<file path="config.mk">
export PLATFORM = sky130hd
export DESIGN_NAME = hilo_muldiv_unit_flat
export DESIGN_NICKNAME = d
export VERILOG_FILES = /design/src/rtl/hilo_pkg.sv /design/src/rtl/hilo_if.sv /design/src/rtl/hilo_muldiv_unit_div_iter.sv /design/src/rtl/hilo_muldiv_unit.sv /design/src/flat_wrapper.sv
export SDC_FILE = /design/constraint.sdc
export NUM_CORES = 2
export LEC_CHECK = 0
export BUFFER_PORTS_ARGS = -buffer_cell sky130_fd_sc_hd__buf_4
export CAP_MARGIN = 5
export CORE_ASPECT_RATIO = 1.2
export CORE_UTILIZATION = 45
export DETAILED_ROUTE_END_ITERATION = 8
export SYNTH_ARGS = -nofsm -noshare
export SYNTH_HDL_FRONTEND = slang
export SYNTH_SLANG_ARGS = --single-unit
export TNS_END_PERCENT = 5
</file>
<file path="constraint.sdc">
create_clock -name clk -period 21.4 [get_ports clk]
set_input_delay 2.14 -clock clk [delete_from_list [all_inputs] [get_ports clk]]
set_output_delay 2.14 -clock clk [all_outputs]
set_load 0.005 [all_outputs]
</file>
<file path="src/rtl/hilo_pkg.sv">
// Shared definitions for the HI/LO multiply/divide unit: op codes, FSM states
// and width-independent two's-complement helpers (callers truncate the result).
package hilo_pkg;

   localparam logic [2:0] OP_MULT  = 3'd0;
   localparam logic [2:0] OP_MULTU = 3'd1;
   localparam logic [2:0] OP_DIV   = 3'd2;
   localparam logic [2:0] OP_DIVU  = 3'd3;
   localparam logic [2:0] OP_MTHI  = 3'd4;
   localparam logic [2:0] OP_MTLO  = 3'd5;

   typedef enum logic [1:0] {
      ST_IDLE = 2'd0,
      ST_MUL  = 2'd1,
      ST_DIV  = 2'd2,
      ST_FIX  = 2'd3
   } state_t;

   // Low bits of the result are the correct negation at any narrower width.
   function automatic logic [63:0] twos_neg(input logic [63:0] x);
      return ~x + 64'd1;
   endfunction

   // Magnitude of a value whose sign is supplied separately by the caller.
   function automatic logic [63:0] abs_val(input logic [63:0] x, input logic neg);
      return neg ? twos_neg(x) : x;
   endfunction

endpackage

</file>
<file path="src/rtl/hilo_if.sv">
// Issue/result bundle between the execute stage and the HI/LO unit.
interface hilo_if #(parameter int WIDTH = 32) ();
   logic             start;
   logic [2:0]       op;
   logic [WIDTH-1:0] a;
   logic [WIDTH-1:0] b;
   logic             cancel;
   logic             busy;
   logic             done;
   logic [WIDTH-1:0] hi;
   logic [WIDTH-1:0] lo;

   modport master (output start, op, a, b, cancel, input busy, done, hi, lo);
   modport slave  (input start, op, a, b, cancel, output busy, done, hi, lo);
endinterface

</file>
<file path="src/rtl/hilo_muldiv_unit_div_iter.sv">
// Iterative restoring divider on unsigned magnitudes, one quotient bit per cycle.
// Produces a one-cycle valid pulse after WIDTH iterations; cancel aborts.
module hilo_div_iter #(
   parameter int WIDTH = 32
) (
   input  logic             clk,
   input  logic             rst,
   input  logic             start,
   input  logic             cancel,
   input  logic [WIDTH-1:0] dividend,
   input  logic [WIDTH-1:0] divisor,
   output logic [WIDTH-1:0] quotient,
   output logic [WIDTH-1:0] remainder,
   output logic             last,
   output logic             valid
);

   localparam int CW = (WIDTH > 1) ? $clog2(WIDTH) : 1;

   logic             active_q, active_d;
   logic [CW-1:0]    cnt_q, cnt_d;
   logic [WIDTH-1:0] rem_q, rem_d;
   logic [WIDTH-1:0] quo_q, quo_d;
   logic [WIDTH-1:0] dvs_q, dvs_d;
   logic             valid_q, valid_d;
   logic [WIDTH:0]   shifted;
   logic [WIDTH:0]   diff;
   logic             ge;

   // One restoring step: shift in the next dividend bit, subtract if it fits.
   always_comb begin
      shifted  = {rem_q, quo_q[WIDTH-1]};
      diff     = shifted - {1'b0, dvs_q};
      ge       = (shifted >= {1'b0, dvs_q});
      active_d = active_q;
      cnt_d    = cnt_q;
      rem_d    = rem_q;
      quo_d    = quo_q;
      dvs_d    = dvs_q;
      valid_d  = 1'b0;
      if (cancel) begin
         active_d = 1'b0;
      end else if (start) begin
         active_d = 1'b1;
         cnt_d    = CW'(WIDTH - 1);
         rem_d    = '0;
         quo_d    = dividend;
         dvs_d    = divisor;
      end else if (active_q) begin
         rem_d = ge ? WIDTH'(diff) : WIDTH'(shifted);
         quo_d = {quo_q[WIDTH-2:0], ge};
         cnt_d = cnt_q - CW'(1);
         if (cnt_q == '0) begin
            active_d = 1'b0;
            valid_d  = 1'b1;
         end
      end
   end

   // Divider state registers.
   always_ff @(posedge clk) begin
      if (!rst) begin
         active_q <= 1'b0;
         cnt_q    <= '0;
         rem_q    <= '0;
         quo_q    <= '0;
         dvs_q    <= '0;
         valid_q  <= 1'b0;
      end else begin
         active_q <= active_d;
         cnt_q    <= cnt_d;
         rem_q    <= rem_d;
         quo_q    <= quo_d;
         dvs_q    <= dvs_d;
         valid_q  <= valid_d;
      end
   end

   assign quotient  = quo_q;
   assign remainder = rem_q;
   assign last      = active_q && (cnt_q == '0);
   assign valid     = valid_q;

endmodule

</file>
<file path="src/rtl/hilo_muldiv_unit.sv">
// HI/LO owner for the execute stage: pipelined multiply, iterative divide
// with sign fix-up, and MTHI/MTLO. busy feeds the hazard unit's stall.
module hilo_muldiv_unit
   import hilo_pkg::*;
#(
   parameter int WIDTH   = 32,
   parameter int MUL_LAT = 3
) (
   input logic   clk,
   input logic   rst,
   hilo_if.slave bus
);

   localparam int PW = 2 * WIDTH;

   state_t                  state_q, state_d;
   logic [WIDTH-1:0]        hi_q, hi_d, lo_q, lo_d;
   logic                    done_q, done_d;
   logic [WIDTH-1:0]        a_q, a_d;
   logic                    dz_q, dz_d, qneg_q, qneg_d, rneg_q, rneg_d;
   logic signed [PW-1:0]    prod_q [MUL_LAT];
   logic signed [PW-1:0]    prod_d [MUL_LAT];
   logic [MUL_LAT-1:0]      vld_q, vld_d;

   logic                    accept, is_mul, is_div, mul_signed, mul_wr;
   logic                    a_neg, b_neg;
   logic signed [PW-1:0]    mul_a, mul_b, mul_prod;
   logic [WIDTH-1:0]        dvd_mag, dvs_mag, div_quo, div_rem, quo_fix, rem_fix;
   logic                    div_last, div_vld;

   assign accept     = bus.start && (state_q == ST_IDLE) && !bus.cancel;
   assign is_mul     = (bus.op == OP_MULT) || (bus.op == OP_MULTU);
   assign is_div     = (bus.op == OP_DIV) || (bus.op == OP_DIVU);
   assign mul_signed = (bus.op == OP_MULT);
   assign a_neg      = (bus.op == OP_DIV) && bus.a[WIDTH-1];
   assign b_neg      = (bus.op == OP_DIV) && bus.b[WIDTH-1];
   assign dvd_mag    = WIDTH'(abs_val(64'(bus.a), a_neg));
   assign dvs_mag    = WIDTH'(abs_val(64'(bus.b), b_neg));
   assign quo_fix    = qneg_q ? WIDTH'(twos_neg(64'(div_quo))) : div_quo;
   assign rem_fix    = rneg_q ? WIDTH'(twos_neg(64'(div_rem))) : div_rem;
   assign mul_wr     = vld_q[MUL_LAT-1] && (state_q == ST_MUL) && !bus.cancel;

   hilo_div_iter #(.WIDTH(WIDTH)) u_div (
      .clk       (clk),
      .rst       (rst),
      .start     (accept && is_div),
      .cancel    (bus.cancel),
      .dividend  (dvd_mag),
      .divisor   (dvs_mag),
      .quotient  (div_quo),
      .remainder (div_rem),
      .last      (div_last),
      .valid     (div_vld)
   );

   // Full-width product, then retimed through MUL_LAT stages; cancel drops it.
   always_comb begin
      mul_a     = {{WIDTH{mul_signed && bus.a[WIDTH-1]}}, bus.a};
      mul_b     = {{WIDTH{mul_signed && bus.b[WIDTH-1]}}, bus.b};
      mul_prod  = mul_a * mul_b;
      prod_d[0] = mul_prod;
      vld_d     = '0;
      for (int i = 1; i < MUL_LAT; i++) prod_d[i] = prod_q[i-1];
      if (!bus.cancel) begin
         vld_d[0] = accept && is_mul;
         for (int i = 1; i < MUL_LAT; i++) vld_d[i] = vld_q[i-1];
      end
   end

   // Control FSM and HI/LO write selection; cancel discards any same-edge write.
   always_comb begin
      state_d = state_q;
      hi_d    = hi_q;
      lo_d    = lo_q;
      done_d  = 1'b0;
      a_d     = a_q;
      dz_d    = dz_q;
      qneg_d  = qneg_q;
      rneg_d  = rneg_q;
      case (state_q)
         ST_IDLE: begin
            if (accept) begin
               if (is_mul) begin
                  state_d = ST_MUL;
               end else if (is_div) begin
                  state_d = ST_DIV;
                  a_d     = bus.a;
                  dz_d    = (bus.b == '0);
                  qneg_d  = a_neg ^ b_neg;
                  rneg_d  = a_neg;
               end else if (bus.op == OP_MTHI) begin
                  hi_d   = bus.a;
                  done_d = 1'b1;
               end else if (bus.op == OP_MTLO) begin
                  lo_d   = bus.a;
                  done_d = 1'b1;
               end
            end
         end
         ST_MUL: begin
            if (bus.cancel) begin
               state_d = ST_IDLE;
            end else if (mul_wr) begin
               {hi_d, lo_d} = prod_q[MUL_LAT-1];
               done_d       = 1'b1;
               state_d      = ST_IDLE;
            end
         end
         ST_DIV: begin
            if (bus.cancel) state_d = ST_IDLE;
            else if (div_last) state_d = ST_FIX;
         end
         ST_FIX: begin
            state_d = ST_IDLE;
            if (!bus.cancel && div_vld) begin
               done_d = 1'b1;
               if (dz_q) begin
                  lo_d = '1;
                  hi_d = a_q;
               end else begin
                  lo_d = quo_fix;
                  hi_d = rem_fix;
               end
            end
         end
         default: state_d = ST_IDLE;
      endcase
   end

   // State, architectural HI/LO and multiply pipeline registers.
   always_ff @(posedge clk) begin
      if (!rst) begin
         state_q <= ST_IDLE;
         hi_q    <= '0;
         lo_q    <= '0;
         done_q  <= 1'b0;
         a_q     <= '0;
         dz_q    <= 1'b0;
         qneg_q  <= 1'b0;
         rneg_q  <= 1'b0;
         vld_q   <= '0;
         for (int i = 0; i < MUL_LAT; i++) prod_q[i] <= '0;
      end else begin
         state_q <= state_d;
         hi_q    <= hi_d;
         lo_q    <= lo_d;
         done_q  <= done_d;
         a_q     <= a_d;
         dz_q    <= dz_d;
         qneg_q  <= qneg_d;
         rneg_q  <= rneg_d;
         vld_q   <= vld_d;
         for (int i = 0; i < MUL_LAT; i++) prod_q[i] <= prod_d[i];
      end
   end

   assign bus.busy = (state_q != ST_IDLE);
   assign bus.done = done_q;
   assign bus.hi   = hi_q;
   assign bus.lo   = lo_q;

endmodule

</file>
<file path="src/flat_wrapper.sv">
// flat-port wrapper written by rule: the top's interface ports become plain ports
module hilo_muldiv_unit_flat import hilo_pkg::*;
#(
   parameter int WIDTH   = 32,
   parameter int MUL_LAT = 3
)
  (clk, rst, bus_start, bus_op, bus_a, bus_b, bus_cancel, bus_busy, bus_done, bus_hi, bus_lo);
  hilo_if #(.WIDTH(WIDTH)) bus_i ();
  input logic clk;
  input logic rst;
  input wire logic [$bits(bus_i.start)-1:0] bus_start;
  input wire logic [$bits(bus_i.op)-1:0] bus_op;
  input wire logic [$bits(bus_i.a)-1:0] bus_a;
  input wire logic [$bits(bus_i.b)-1:0] bus_b;
  input wire logic [$bits(bus_i.cancel)-1:0] bus_cancel;
  output wire logic [$bits(bus_i.busy)-1:0] bus_busy;
  output wire logic [$bits(bus_i.done)-1:0] bus_done;
  output wire logic [$bits(bus_i.hi)-1:0] bus_hi;
  output wire logic [$bits(bus_i.lo)-1:0] bus_lo;
  assign bus_i.start = bus_start;
  assign bus_i.op = bus_op;
  assign bus_i.a = bus_a;
  assign bus_i.b = bus_b;
  assign bus_i.cancel = bus_cancel;
  assign bus_busy = bus_i.busy;
  assign bus_done = bus_i.done;
  assign bus_hi = bus_i.hi;
  assign bus_lo = bus_i.lo;
  hilo_muldiv_unit #(.WIDTH(WIDTH), .MUL_LAT(MUL_LAT)) u_core (.clk(clk), .rst(rst), .bus(bus_i));
endmodule
</file>
* Word level (Yosys, flattened, before mapping)
Memory sizes are Yosys's and may differ from the RTL's.
Cells that the tools add are included.
** Word-level totals
- Register bits after elaboration :: 208
- Memories kept :: 1
- Memory bits (writable) :: 192
- Word-level logic and storage cells :: 142
- Memory bits (read-only) :: 0
- Bits in latches :: 0
- Input port bits :: 71
** Operators by class
- Divide/modulo/power cells :: 0
- Shifts and indexed selects :: 0
- Reductions and logical operators :: 30
- Bitwise operators :: 12
- Order comparisons :: 1
- Equal/unequal tests :: 20
- Muxes and demuxes :: 56
- Add/subtract/negate cells :: 6
- Multipliers :: 1
** Memory list
- u_core.prod_q :: depth 3, width 64, rd ports 3, clocked after Yosys merged registers in 0, wr ports 3, line hilo_muldiv_unit.sv:21 : logic signed [PW-1:0] prod_q [MUL_LAT];
** Operators with widths (number)
- 32-bit two-way mux :: 26
- 64-bit two-way mux :: 3
- 32-bit one-hot mux with 3 select lines :: 2
- 32-bit by 1-bit adder with 32-bit output, second input constant :: 4
- 32-bit NOT :: 4
- 33-bit by 33-bit multiplier with 64-bit output :: 1
- 33-bit by 32-bit >= comparator with 1-bit output :: 1
- 32-bit zero test :: 1
- 32-bit subtractor :: 1
- 1-bit two-way mux :: 14
- 2-bit two-way mux :: 7
- 1-bit logical AND :: 12
- 2-bit != test, second input constant :: 6
- 5-bit two-way mux :: 2
- 9-bit AND reduction :: 1
- 2-bit one-hot mux with 4 select lines :: 1
- 4-bit AND reduction :: 2
- 8-bit AND reduction :: 1
- 3-bit by 2-bit equality test with 1-bit output, second input constant :: 2
- 3-bit equality test, second input constant :: 2
- 2-bit by 1-bit != test with 1-bit output, second input constant :: 3
- 3-bit by 2-bit != test with 1-bit output, second input constant :: 2
- 5-bit zero test :: 1
- 5-bit by 1-bit subtractor with 5-bit output, second input constant :: 1
- other kinds (17) :: 26

* Logic depth before layout (Yosys ltp)
- Depth after elaboration :: 7
- Mapped depth :: 31

* Cells and area by module
From an unflattened synthesis, not the netlist that was laid out.
** Unflattened totals
- Cell total of the unflattened synthesis :: 6448
- Area total of the unflattened synthesis :: 56591.8 um^2
** Modules (own cells, without submodules)
- hilo_muldiv_unit :: times used 1, cells each 5723, seq. area each 5945.7 um^2, area each 50707.4 um^2
- hilo_div_iter :: times used 1, cells each 725, seq. area each 2062.0 um^2, area each 5884.4 um^2

* Least setup slack after synthesis
OpenSTA, ideal clock, no wires.
- Path kind :: input-to-reg
- Start point :: input bus_a[31]
- End point :: memory u_core.prod_q[0][60] (netlist bit)
- Slack :: 11.447 ns
- Stages :: 26
- Arrival :: 9.894 ns
- Required time :: 21.341 ns
- Cells stage by stage :: clkbuf_1 -> and2_1 -> clkbuf_1 -> nand2_1 -> inv_1 -> fa_1 -> fa_1 -> fa_1 -> inv_1 -> fa_1 -> fa_1 -> fa_1 -> fa_1 -> fa_1 -> inv_1 -> ha_1 -> a21o_1 -> a21o_1 -> a21oi_1 -> o21ai_0 -> a221o_1 -> or3_1 -> o221ai_1 -> nor2_1 -> a2111oi_0 -> o31a_1
** RTL lines
- from (decl) :: line flat_wrapper.sv:13 : input wire logic [$bits(bus_i.a)-1:0] bus_a;
- to (decl) :: line hilo_muldiv_unit.sv:21

==> metrics.md <==
| Metric | Value |
|---|---|
| PortBufs | `roughly 140` |
| DP Cell Count | `~8000` |
| Main combinational cell family by area after synthesis | `adder cells` |
| Syn Inst Count | `6476` |
| Slowest stage delay, CP | `640 ps` |
| MaxCap Viol Count | `0` |
| Vias per Instance | `about 5.5` |
| WS Path Type | `in -> reg` |
| Mean routed wirelength per cell | `around 22 um` |
| Total congestion overflow | `0` |
| Post-synth EDFFs | `0` |
| Routed Antenna Nets | `0` |
| Hold Path Class | `reg -> reg` |
| Asr flop ratio synth | `0%` |
| Hold buffers post-CTS | `0` |
| Area Growth Syn to Fin | `5.64%` |
| CP Max Fanout | `21` |
| Min-Delay Path Depth | `1` |
| Fillcell total | `around 12000` |
| Layout cell share with drive strength beyond 1 | `under 10%` |
| FF-to-FF path depth | `14` |
| Simple-gate area share of the yosys netlist | `16.9%` |
| Pin count of the biggest net entering global routing | `88` |
| Ys flop type | `dfxtp_1` |
| Core area | `about 120000 um2` |
| Die X | `325 um` |
| Syn_nets | `7923` |
| Fin util | `about half` |
| Nets | `7709` |
| Initial core utilization | `45.6%` |
| Crit start category | `primary input` |
| Max-Slew Margin vs Limit | `20.1%` |
| Top-count cell post-synth | `inv_1` |
| Final WL | `~170 mm` |
| RePlAce Congestion | `about 0.94` |
| Slowest-stage cell, CP | `and2_1` |
| Fin crit period | `10820 ps` |
| First-pass GRT wire length | `roughly 270 mm` |
| Post-Syn Area | `56400 um2` |
| CP arrival | `between 10000 and 15000 ps` |
| Die area | `around 130000 um2` |
| Vias | `approximately 43000` |
| Max Fclk | `between 90 and 100 MHz` |
| Adder-cell share of the synthesized area | `between 40% and 50%` |
| RSZ-0062 raised after global routing | `false` |
| Clock tree sinks | `400` |
| Setup slack, reg-to-reg | `around 18000 ps` |
| Area of the multi-input gates | `42300 um2` |
| Root buffer cell | `clkbuf_16` |
| Yosys top cell area share | `40.0%` |
| I/O pin cnt | `roughly 140` |
| Worst Hold End | `u_core.prod_q[0][130]` |
| DP Wirelength | `approximately 130 mm` |
| Synth Area per Inst | `just under 9 um2` |
| Seq cells post-synth | `400` |
| Commonest cells in the netlist | `inv_1 (1192), fa_1 (1126), nand2_1 (1028)` |
| Initial antenna violation count | `7` |
| Compound-Gate Fraction of Synth Area | `around 8.4%` |
| Yosys cell types | `70` |
| Largest area contributor in the netlist | `fa_1` |
| Top cells by area, synth | `fa_1 (40%), dfxtp_1 (14%), inv_1 (7.9%)` |
| Hold Path Origin | `u_core.prod_q[0][66]` |
| Setup TNS | `0 ps` |
| Clk_lat worst skew | `560 ps` |
| Sequential Area | `8010 um2` |
| Data required time of the critical path | `roughly 22000 ps` |
| Remaining DRCs | `0` |
| H-tree level count | `2` |
| Max Slew Vio Count | `0` |
| Count of final setup violators | `0` |
| Die height | `~400 um` |
| Row count | `roughly 140` |
| Global Route Usage Sum | `27.7%` |
| CTS tree | `done` |
| CP dominant cell by count | `fa_1` |
| Clock skew | `between 30 and 40 ps` |
| Non-Filler Instances | `7939` |
| CTS Buf Count | `38` |
| Final Hold Viols | `0` |
| Seq/Total Area, Yosys | `approximately 14%` |
| Via count of the first global-routing pass | `around 46000` |
| Worst setup EP type | `flip-flop` |
| First-iteration detailed-routing DRC count | `~3200` |
| Post-synthesis mux area share | `between 1 and 1.5%` |
| R2r endpoint | `u_core.u_div.remainder[30]` |
| DR pass1 iterations | `6` |
| R2R Path Start | `u_core.u_div.quotient[31]` |
| Status | `finished, final reports clean` |
| Crit share post-route | `between 50 and 60%` |
| Buffers inserted by post-CTS timing repair | `0` |
| Worst slew pin tran | `1190 ps` |
| Max clock buf depth | `3` |
| XOR/XNOR Fraction of Synth Area | `between 3 and 4%` |
| Clk pin slew, worst setup/hold paths | `~70 ps` |
| Post-cts resize count | `0` |
| Synthesis Warnings | `0` |
## metal layers
layer / vias to the layer above / GRT usage [%] / share of wire [%] / routed length (um)
met5: - / 0 / 0 / 0
met4: 0 / 10.2 / 4.1 / 7050
met3: 341 / 3.05 / 6.5 / 11300
met2: 1684 / 48.0 / 49 / 85000
met1: 22206 / 35.6 / 40 / 69800
li1: 19208 / - / - / -
## how the worst max path moves through the flow
stage | start | slack, ps | cells after the start | endpoint
2_1_floorplan | bus_a[31] | 11450 | 26 | u_core.prod_q[0][60]
3_3_place_gp | bus_op[2] | 10200 | 27 | u_core.prod_q[0][60]
3_5_place_dp | bus_op[2] | 10090 | 27 | u_core.prod_q[0][60]
4_1_cts | bus_op[2] | 10620 | 27 | u_core.prod_q[0][60]
5_1_grt | bus_op[2] | 10210 | 27 | u_core.prod_q[0][60]
6_report | bus_op[2] | 10580 | 27 | u_core.prod_q[0][60]
## logic make-up (layout without fill, tap and decap cells)
family | count (synthesis) | after routing
AO/OA/AOI/OAI | 759 | 759
XOR/XNOR | 206 | 206
adder cells (fa/ha/maj) | 1376 | 1376
buffers and inverters | 1614 | 1428
flip-flops | 400 | 400
multiplexers | 59 | 59
other | 0 | 5
AND/OR/NAND/NOR | 2062 | 2062
## critical path: cells and delay by family
family,cells,cell delay [ps]
AO/OA/AOI/OAI,8,2010
AND/OR/NAND/NOR,5,1480
adder cells (fa/ha/maj),9,4530
buffers and inverters,5,1080
## cell type report
cell class / count / share of cell area, %
multi-input cells: 4462 / 71.1
flip-flops and latches: 400 / 13.5
inverters: 1192 / 7.52
well taps: 1644 / 3.45
repair buffers: 168 / 2.12
clock buffers: 49 / 1.79
clock inverters: 19 / 0.517
diodes: 5 / 0.0210
## registers in the layout, indices dropped and copies added (netlist names), 2 cells and up
signal and cells:
u_core.prod_q 192, u_core.a_q 32, u_core.bus.hi 32, u_core.bus.lo 32, u_core.u_div.dvs_q 32, u_core.u_div.quotient 32
u_core.u_div.remainder 32, u_core.u_div.cnt_q 5, u_core.vld_q 3, u_core.state_q 2
## cell usage in the layout, fill, tap and decap left out, types with 15 or more instances in the layout
cell type / instances
a211oi_1: 67
a21o_1: 35
a21oi_1: 240
a311oi_1: 36
a31oi_1: 26
and2_1: 455
and3_1: 39
buf_4: 168
clkbuf_16: 40
dfxtp_1: 397
fa_1: 1126
ha_1: 250
inv_1: 1191
mux2i_1: 55
nand2_1: 1026
nand2b_1: 15
nand3_1: 42
nor2_1: 315
nor2b_1: 23
nor3_1: 39
nor4_1: 19
o211ai_1: 30
o21a_1: 16
o21ai_0: 197
o31ai_1: 29
o41ai_1: 17
or3_1: 27
xnor2_1: 106
xor2_1: 100
## through the flow
stage                     area (um2)  setup WS (ps)  hold slack, ps
after detailed placement       58200          10090             406
after CTS                      59500          10620             404
final                          59500          10580             402
after global placement         58200          10200             403
after global routing           59500          10210             429
after floorplan                56400          11450             394
Power is not shown: default switching activity piles up to over one toggle a cycle in this logic, so the estimate is an artifact.
